$ cat src/rtl/regfile_pkg.sv
// Shared types and helpers for the multi-port register file.
// Holds the clear-sequencer state encoding and the default widths.
package regfile_pkg;

    typedef enum logic [0:0] {
        RF_IDLE  = 1'b0,
        RF_CLEAR = 1'b1
    } rf_state_e;

    localparam int RF_DATA_W_DEF = 32;
    localparam int RF_ADDR_W_DEF = 5;

    // True when the address targets the hardwired-zero entry.
    function automatic logic rf_zero_hit(input logic [31:0] addr, input logic zero_reg);
        return zero_reg && (addr == 32'd0);
    endfunction

endpackage

$ cat src/rtl/regfile_clear_seq.sv
// Clear sequencer: walks every entry once after reset or on request,
// issuing one zeroing write per cycle while busy_o is high.
module regfile_clear_seq
    import regfile_pkg::*;
#(
    parameter int ADDR_W = RF_ADDR_W_DEF
) (
    input  logic              clk_i,
    input  logic              rst_ni,
    input  logic              clear_i,
    output logic              busy_o,
    output logic              clr_we,
    output logic [ADDR_W-1:0] clr_addr
);

    localparam logic [ADDR_W-1:0] LAST_IDX = {ADDR_W{1'b1}};

    rf_state_e         state_q, state_d;
    logic [ADDR_W-1:0] clr_idx_q, clr_idx_d;

    always_ff @(posedge clk_i or negedge rst_ni) begin
        if (!rst_ni) begin
            state_q   <= RF_CLEAR;
            clr_idx_q <= '0;
        end else begin
            state_q   <= state_d;
            clr_idx_q <= clr_idx_d;
        end
    end

    // NOTE: every output of this block gets a default first, so no path can infer a latch.
    always_comb begin
        state_d   = state_q;
        clr_idx_d = clr_idx_q;
        busy_o    = 1'b0;
        clr_we    = 1'b0;
        unique case (state_q)
            RF_IDLE: begin
                if (clear_i) begin
                    state_d   = RF_CLEAR;
                    clr_idx_d = '0;
                end
            end
            RF_CLEAR: begin
                busy_o    = 1'b1;
                clr_we    = 1'b1;
                clr_idx_d = clr_idx_q + 1'b1;
                if (clr_idx_q == LAST_IDX) begin
                    state_d = RF_IDLE;
                end
            end
            default: state_d = RF_IDLE;
        endcase
    end

    assign clr_addr = clr_idx_q;

endmodule

$ cat src/rtl/regfile_mp.sv
// Multi-port integer register file: NUM_RD combinational read ports, two write
// ports with A-over-B priority, write-to-read bypass and a zeroing sequencer.
module regfile_mp
    import regfile_pkg::*;
#(
    parameter int DATA_W   = RF_DATA_W_DEF,
    parameter int ADDR_W   = RF_ADDR_W_DEF,
    parameter int NUM_RD   = 2,
    parameter int ZERO_REG = 1
) (
    input  logic                     clk_i,
    input  logic                     rst_ni,
    input  logic                     clear_i,
    output logic                     busy_o,
    input  logic [NUM_RD*ADDR_W-1:0] rd_addr_i,
    output logic [NUM_RD*DATA_W-1:0] rd_data_o,
    input  logic                     wa_en_i,
    input  logic [ADDR_W-1:0]        wa_addr_i,
    input  logic [DATA_W-1:0]        wa_data_i,
    input  logic                     wb_en_i,
    input  logic [ADDR_W-1:0]        wb_addr_i,
    input  logic [DATA_W-1:0]        wb_data_i
);

    localparam int   DEPTH   = 2 ** ADDR_W;
    localparam logic ZERO_EN = (ZERO_REG != 0);

    logic              busy;
    logic              clr_we;
    logic [ADDR_W-1:0] clr_addr;
    logic              wa_commit;
    logic              wb_commit;
    logic [DATA_W-1:0] mem [DEPTH];

    regfile_clear_seq #(
        .ADDR_W (ADDR_W)
    ) u_clear_seq (
        .clk_i    (clk_i),
        .rst_ni   (rst_ni),
        .clear_i  (clear_i),
        .busy_o   (busy),
        .clr_we   (clr_we),
        .clr_addr (clr_addr)
    );

    assign busy_o = busy;

    // Same qualification drives both the array write and the bypass path,
    // so a dropped write can never show up on a read port.
    assign wa_commit = wa_en_i && !busy && !rf_zero_hit(32'(wa_addr_i), ZERO_EN);
    assign wb_commit = wb_en_i && !busy && !rf_zero_hit(32'(wb_addr_i), ZERO_EN)
                       && !(wa_commit && (wa_addr_i == wb_addr_i));

    // NOTE: the array has no reset; the clear sequencer zeroes it after reset release.
    always_ff @(posedge clk_i) begin
        if (clr_we) begin
            mem[clr_addr] <= '0;
        end else begin
            if (wa_commit) mem[wa_addr_i] <= wa_data_i;
            if (wb_commit) mem[wb_addr_i] <= wb_data_i;
        end
    end

    for (genvar k = 0; k < NUM_RD; k++) begin : g_rd
        logic [ADDR_W-1:0] addr;
        logic [DATA_W-1:0] data;

        assign addr = rd_addr_i[k*ADDR_W +: ADDR_W];

        always_comb begin
            data = mem[addr];
            if (busy) begin
                data = '0;
            end else if (rf_zero_hit(32'(addr), ZERO_EN)) begin
                data = '0;
            end else if (wa_commit && (wa_addr_i == addr)) begin
                data = wa_data_i;
            end else if (wb_commit && (wb_addr_i == addr)) begin
                data = wb_data_i;
            end
        end

        assign rd_data_o[k*DATA_W +: DATA_W] = data;
    end

endmodule

$ cat config.mk
export PLATFORM = sky130hd
export DESIGN_NAME = regfile_mp
export DESIGN_NICKNAME = d
export VERILOG_FILES = /design/src/rtl/regfile_pkg.sv /design/src/rtl/regfile_clear_seq.sv /design/src/rtl/regfile_mp.sv
export SDC_FILE = /design/constraint.sdc
export NUM_CORES = 2
export LEC_CHECK = 0
export ABC_CLOCK_PERIOD_IN_PS = 4200
export CORE_UTILIZATION = 63
export CTS_CLUSTER_SIZE = 40
export DETAILED_ROUTE_END_ITERATION = 10
export PLACE_DENSITY = 0.93
export SLEW_MARGIN = 20
export SYNTH_ARGS = -nofsm -noshare
export SYNTH_HDL_FRONTEND = slang
export SYNTH_SLANG_ARGS = --single-unit
$ cat constraint.sdc
create_clock -name clk_i -period 4.2 [get_ports clk_i]
set_input_delay 0.84 -clock clk_i [delete_from_list [all_inputs] [get_ports clk_i]]
set_output_delay 0.84 -clock clk_i [all_outputs]
set_load 0.05 [all_outputs]
==> impl_metrics.env, run 1 <==
export IMPL_dpl_hpwl_mm=154
export IMPL_cts_sinks=1030
export IMPL_io_pins=154
export IMPL_synth_distinct_cells=61
export IMPL_placed_cell_area_sq_um=66900
export IMPL_synth_net_count=5340
export IMPL_portBuffers=153
export IMPL_ctsHoldBuffers=0
export IMPL_syn_avg_cell_area_sq_um=11.6
export IMPL_initial_utilization_pct=63.9
export IMPL_cts_root_buf="clkbuf_16"
export IMPL_grt_total_usage_pct=73.1
export IMPL_grt_max_degree=66
export IMPL_syn_area_sq_um=60900
export IMPL_endpoint_type="top-level output"
export IMPL_clock_path_buffers=3
export IMPL_synthArstFlopShare_pct=0.583
export IMPL_error="[ERROR GRT-0232] Routing congestion too high. Check the congestion heatmap in the GUI."
export IMPL_synth_main_ff_cell="edfxtp_1"
export IMPL_ys_warn_count=0
export IMPL_rows=113
export IMPL_die_w_microns=313
export IMPL_h_tree_depth=3
export IMPL_fp_dieH_microns=313
export IMPL_yosysSeqAreaShare_pct=50.7
export IMPL_crit_endpoint="rd_data_o[9]"
export IMPL_synth_enable_flop_cells=1024
export IMPL_ys_ff_latch=1030
export IMPL_cts_buffers=101
export IMPL_outcome="did not finish"
export IMPL_antenna_found_initial=36
export IMPL_pre_cts_slack_ns=-0.390
export IMPL_gp_congestion=1.02
export IMPL_grt_overflow=65
export IMPL_netlist_instances=5249
export IMPL_lastStage="global routing (5_1_grt)"
-- metrics by stage --
step | hold WS (ns) | std cells | TNS, ns
after floorplan | 0.544 | 5249 | 0
after global placement | 0.643 | 6422 | -13.32
after detailed placement | 0.657 | 6423 | -25.00
after CTS | 0.399 | 6622 | 0
-- metal layers --
metal | track usage (%) | GRT overflow
met4 | 66.7 | 32
met5 | 51.8 | 0
met1 | 69.9 | 1
met3 | 68.9 | 5
met2 | 84.7 | 27
-- synth_stat cells, drive strengths merged, types with 22 or more instances --
cell,number,share of area (%)
nor2,50,1.0
edfxtp,1024,50
clkbuf,296,1.9
inv,37,0.23
a211oi,51,0.63
mux4,384,14
o22ai,95,0.98
o221ai,128,1.8
a22o,51,0.73
nand2,1194,7.4
mux2i,258,4.2
a22oi,142,1.7
xor2,22,0.32
o21ai,995,8.2
buf,355,3.8
a211o,64,0.92
-- cell families after synthesis --
kind of cell / count (synthesis) / synth area share, %
flip-flops: 1030 / 50.7
AO/OA/AOI/OAI: 1557 / 15.5
adder cells (fa/ha/maj): 2 / 0.0411
multiplexers: 643 / 18.4
AND/OR/NAND/NOR: 1302 / 9.05
XOR/XNOR: 27 / 0.388
buffers and inverters: 688 / 5.90
-- what timing repair did --
| item | 4_1_cts |
|---|---|
| buffers inserted | 13 |
| setup endpoints to repair | 54 |
| pin swaps | 17 |
| gates resized for setup | 31 |
| gates cloned | 2 |
==> run 2: changes to the inputs <==
--- a/config.mk
+++ b/config.mk
@@ -6,10 +6,9 @@
 export NUM_CORES = 2
 export LEC_CHECK = 0
 export ABC_CLOCK_PERIOD_IN_PS = 4200
-export CORE_UTILIZATION = 63
-export CTS_CLUSTER_SIZE = 40
+export CORE_UTILIZATION = 40
 export DETAILED_ROUTE_END_ITERATION = 10
-export PLACE_DENSITY = 0.93
+export PLACE_DENSITY_LB_ADDON = 0.15
 export SLEW_MARGIN = 20
 export SYNTH_ARGS = -nofsm -noshare
 export SYNTH_HDL_FRONTEND = slang
==> run 2 against run 1 <==
  * The flow now finishes, with violations (negative setup slack)
  * Synthesized cell count unchanged
  * Synthesized area unchanged
==> impl_metrics.env, run 2 <==
export IMPL_synth_net_count=5340
export IMPL_cts_clk_slew_worst_paths_ns=0.06
export IMPL_drcViolationCount=0
export IMPL_ys_ff_latch=1030
export IMPL_synth_top_family_by_area="multiplexers"
export IMPL_syn_area_sq_um=60900
export IMPL_dieArea_sq_um=154000
export IMPL_num_antenna_cells=0
export IMPL_finalSetupViolCount=1
export IMPL_outcome="finished with violations"
export IMPL_fp_dieH_microns=392
export IMPL_hold_ws_ns=0.387
export IMPL_final_design_area_no_fill_sq_um=72800
export IMPL_syn_to_final_growth_pct=19.5
export IMPL_cts_sinks=1030
export IMPL_final_min_clock_period_ns=4.22
export IMPL_cp_required_ns=3.36
export IMPL_total_power_mw=30.2
export IMPL_top_register="mem"
export IMPL_violations="negative setup slack"
export IMPL_synth_compound_area_share_pct=15.5
export IMPL_gp_congestion=0.910
export IMPL_layout_setup_ws_ns=-0.0209
export IMPL_dr_pass1_iters=8
export IMPL_avgRoutedWirePerCell_microns=32.9
export IMPL_crit_top_cell="buf_4"
export IMPL_synth_main_ff_cell="edfxtp_1"
export IMPL_num_vias=47600
export IMPL_ys_warn_count=0
export IMPL_crit_slowest_cell="buf_4"
export IMPL_yosysMostFrequentCell="nand2_1"
export IMPL_skew_ns=0.0289
export IMPL_crit_type="primary input to output pin"
export IMPL_synth_fa_ha_area_share_pct=0.0411
export IMPL_grt_overflow=0
export IMPL_largest_reg_flops=1024
export IMPL_layout_commonest_cell="nand2_1"
export IMPL_p_leak_nw=25.1
export IMPL_synth_top_area_share_pct=50.5
export IMPL_worstRegToRegCells=8
export IMPL_io_pins=154
export IMPL_nets=5452
export IMPL_crit_fanout=30
export IMPL_maxCapViolations=0
export IMPL_initial_utilization_pct=40.5
export IMPL_post_route_period_util_pct=100
export IMPL_hold_path_class="primary input to asynchronous set/reset pin"
export IMPL_muxShareOfSynthArea_pct=18.4
export IMPL_vias_per_cell=6.36
export IMPL_ctsHoldBuffers=0
export IMPL_path_cells="buf_2, buf_4, nand2_4, buf_4, o221ai_1, o22ai_1, a211oi_1, buf_4, a211o_1, buf_12"
export IMPL_synthSimpleGateAreaFrac_pct=9.05
export IMPL_grt_total_usage_pct=31.9
export IMPL_placed_cell_area_sq_um=68900
export IMPL_rows=142
export IMPL_die_w_microns=392
export IMPL_clk_latency_ns=0.77
export IMPL_hold_viol=0
export IMPL_synth_commonest_cells="1194 x nand2_1, 1024 x edfxtp_1, 680 x o21ai_0, 384 x mux4_2, 315 x o21ai_1"
export IMPL_yosysSeqAreaShare_pct=50.7
export IMPL_finalNonFillerCells=7476
export IMPL_portBuffers=153
export IMPL_grt_max_degree=65
export IMPL_netlist_instances=5249
export IMPL_drtAntennaViolNets=0
export IMPL_tritoncts="built"
export IMPL_cp_slowest_stage_delay_ns=0.49
export IMPL_cp_end_kind="output pin"
export IMPL_worst_pin_slew_ns=1.11
export IMPL_dpl_hpwl_mm=165
export IMPL_grt_pass1_wl_mm=346
export IMPL_layout_common_cells="1192 x nand2_1, 1024 x edfxtp_1, 680 x o21ai_0"
export IMPL_synthXorXnorAreaFrac_pct=0.388
export IMPL_synth_area_leaders="edfxtp_1 50%, mux4_2 14%, nand2_1 7.4%"
export IMPL_syn_avg_cell_area_sq_um=11.6
export IMPL_drv_slew=0
export IMPL_finalSetupTns_ns=-0.0209
export IMPL_cts_root_buf="clkbuf_16"
export IMPL_startpoint_type="primary input"
export IMPL_drt_iter0_drc=6250
export IMPL_synth_distinct_cells=61
export IMPL_max_slew_margin_pct=26.2
export IMPL_h_tree_depth=3
export IMPL_cts_buffers=117
export IMPL_cp_arrival_ns=3.38
export IMPL_placed_cells=7245
export IMPL_wl_mm=246
export IMPL_fmax_mhz=237
export IMPL_grt_pass1_vias=46000
export IMPL_yosysTopAreaCell="edfxtp_1"
export IMPL_p_per_area_nw_per_um2=414
export IMPL_drive_gt1_share_pct=22.2
export IMPL_synth_enable_flop_cells=1024
export IMPL_coreArea_sq_um=150000
export IMPL_rsz0062_at_grt="false"
export IMPL_synthArstFlopShare_pct=0.583
export IMPL_antenna_found_initial=11
export IMPL_clock_path_buffers=3
export IMPL_ir_worst_vdd_mv=0.325
## run 2: cell counts after synthesis
No cell type changed its count.
## run 2: kinds of logic after synthesis
| logic type | Yosys count |
|---|---|
| buf+inv | 688 |
| compound gates | 1557 |
| flops | 1030 |
| simple gates | 1302 |
| fa+ha+maj | 2 |
| xor+xnor | 27 |
| mux | 643 |
## run 2: cell type report
type | instances | area, sq um
clock buffers | 151 | 3060
fillers | 13200 | 77600
multi-input cells | 3531 | 27100
clock inverters | 67 | 547
well taps | 2016 | 2520
repair buffers | 644 | 8580
inverters | 37 | 139
flip-flops and latches | 1030 | 30900
## run 2: worst paths after layout
kind,from,endpoint,slack (ns)
min,rst_ni,u_clear_seq.clr_addr[0]$_DFFE_PN0P_,0.39
min in group clk_i,u_clear_seq.clr_addr[4]$_DFFE_PN0P_,u_clear_seq.state_q$_DFF_PN1_,0.65
max in group asynchronous,rst_ni,u_clear_seq.state_q$_DFF_PN1_,3.47
max reg2reg,u_clear_seq.state_q$_DFF_PN1_,mem[24][27]$_DFFE_PP_,0.98
max,rd_addr_i[6],rd_data_o[60],-0.02
min reg2reg,u_clear_seq.clr_addr[4]$_DFFE_PN0P_,u_clear_seq.state_q$_DFF_PN1_,0.65
## run 2: through the flow
| step | util, % | worst slack [ns] |
|---|---|---|
| 6_report | 48.4 | -0.0209 |
| 3_5_place_dp | 45.8 | -0.316 |
| 4_1_cts | 48.4 | 0.0103 |
| 3_3_place_gp | 45.8 | -0.290 |
| 2_1_floorplan | - | 0.0257 |
| 5_1_grt | 48.4 | 0.00753 |
## run 2: per-layer routing
layer,track usage [%],vias to the layer above,routed length (microns)
li1,-,20300,-
met4,14.3,6,12100
met2,49.3,2945,111000
met3,6.38,579,27100
met5,0,-,74
met1,43.3,23700,95500
## run 2: timing repair
item | 4_1_cts | 5_1_grt
pin swaps | 16 | 10
resized for setup | 29 | 12
gates cloned | 2 | 0
buffers inserted | 10 | 1
endpoints found under the setup margin | 64 | 62
## run 2: critical path: cells and delay by family
family,cells,cell delay [ns]
buffers and inverters,5,1.29
AOI/OAI and AO/OA,4,1.10
and+or+nand+nor,1,0.11
## run 2: report_power, final
group / internal (mW) / switching [mW] / total [mW] / leakage (nW)
clock network: 5.50 / 4.44 / 9.93 / 1.77
logic: 2.70 / 4.32 / 7.02 / 13.8
registers: 12.7 / 0.494 / 13.2 / 9.61
(Power assumes the default switching activity.)
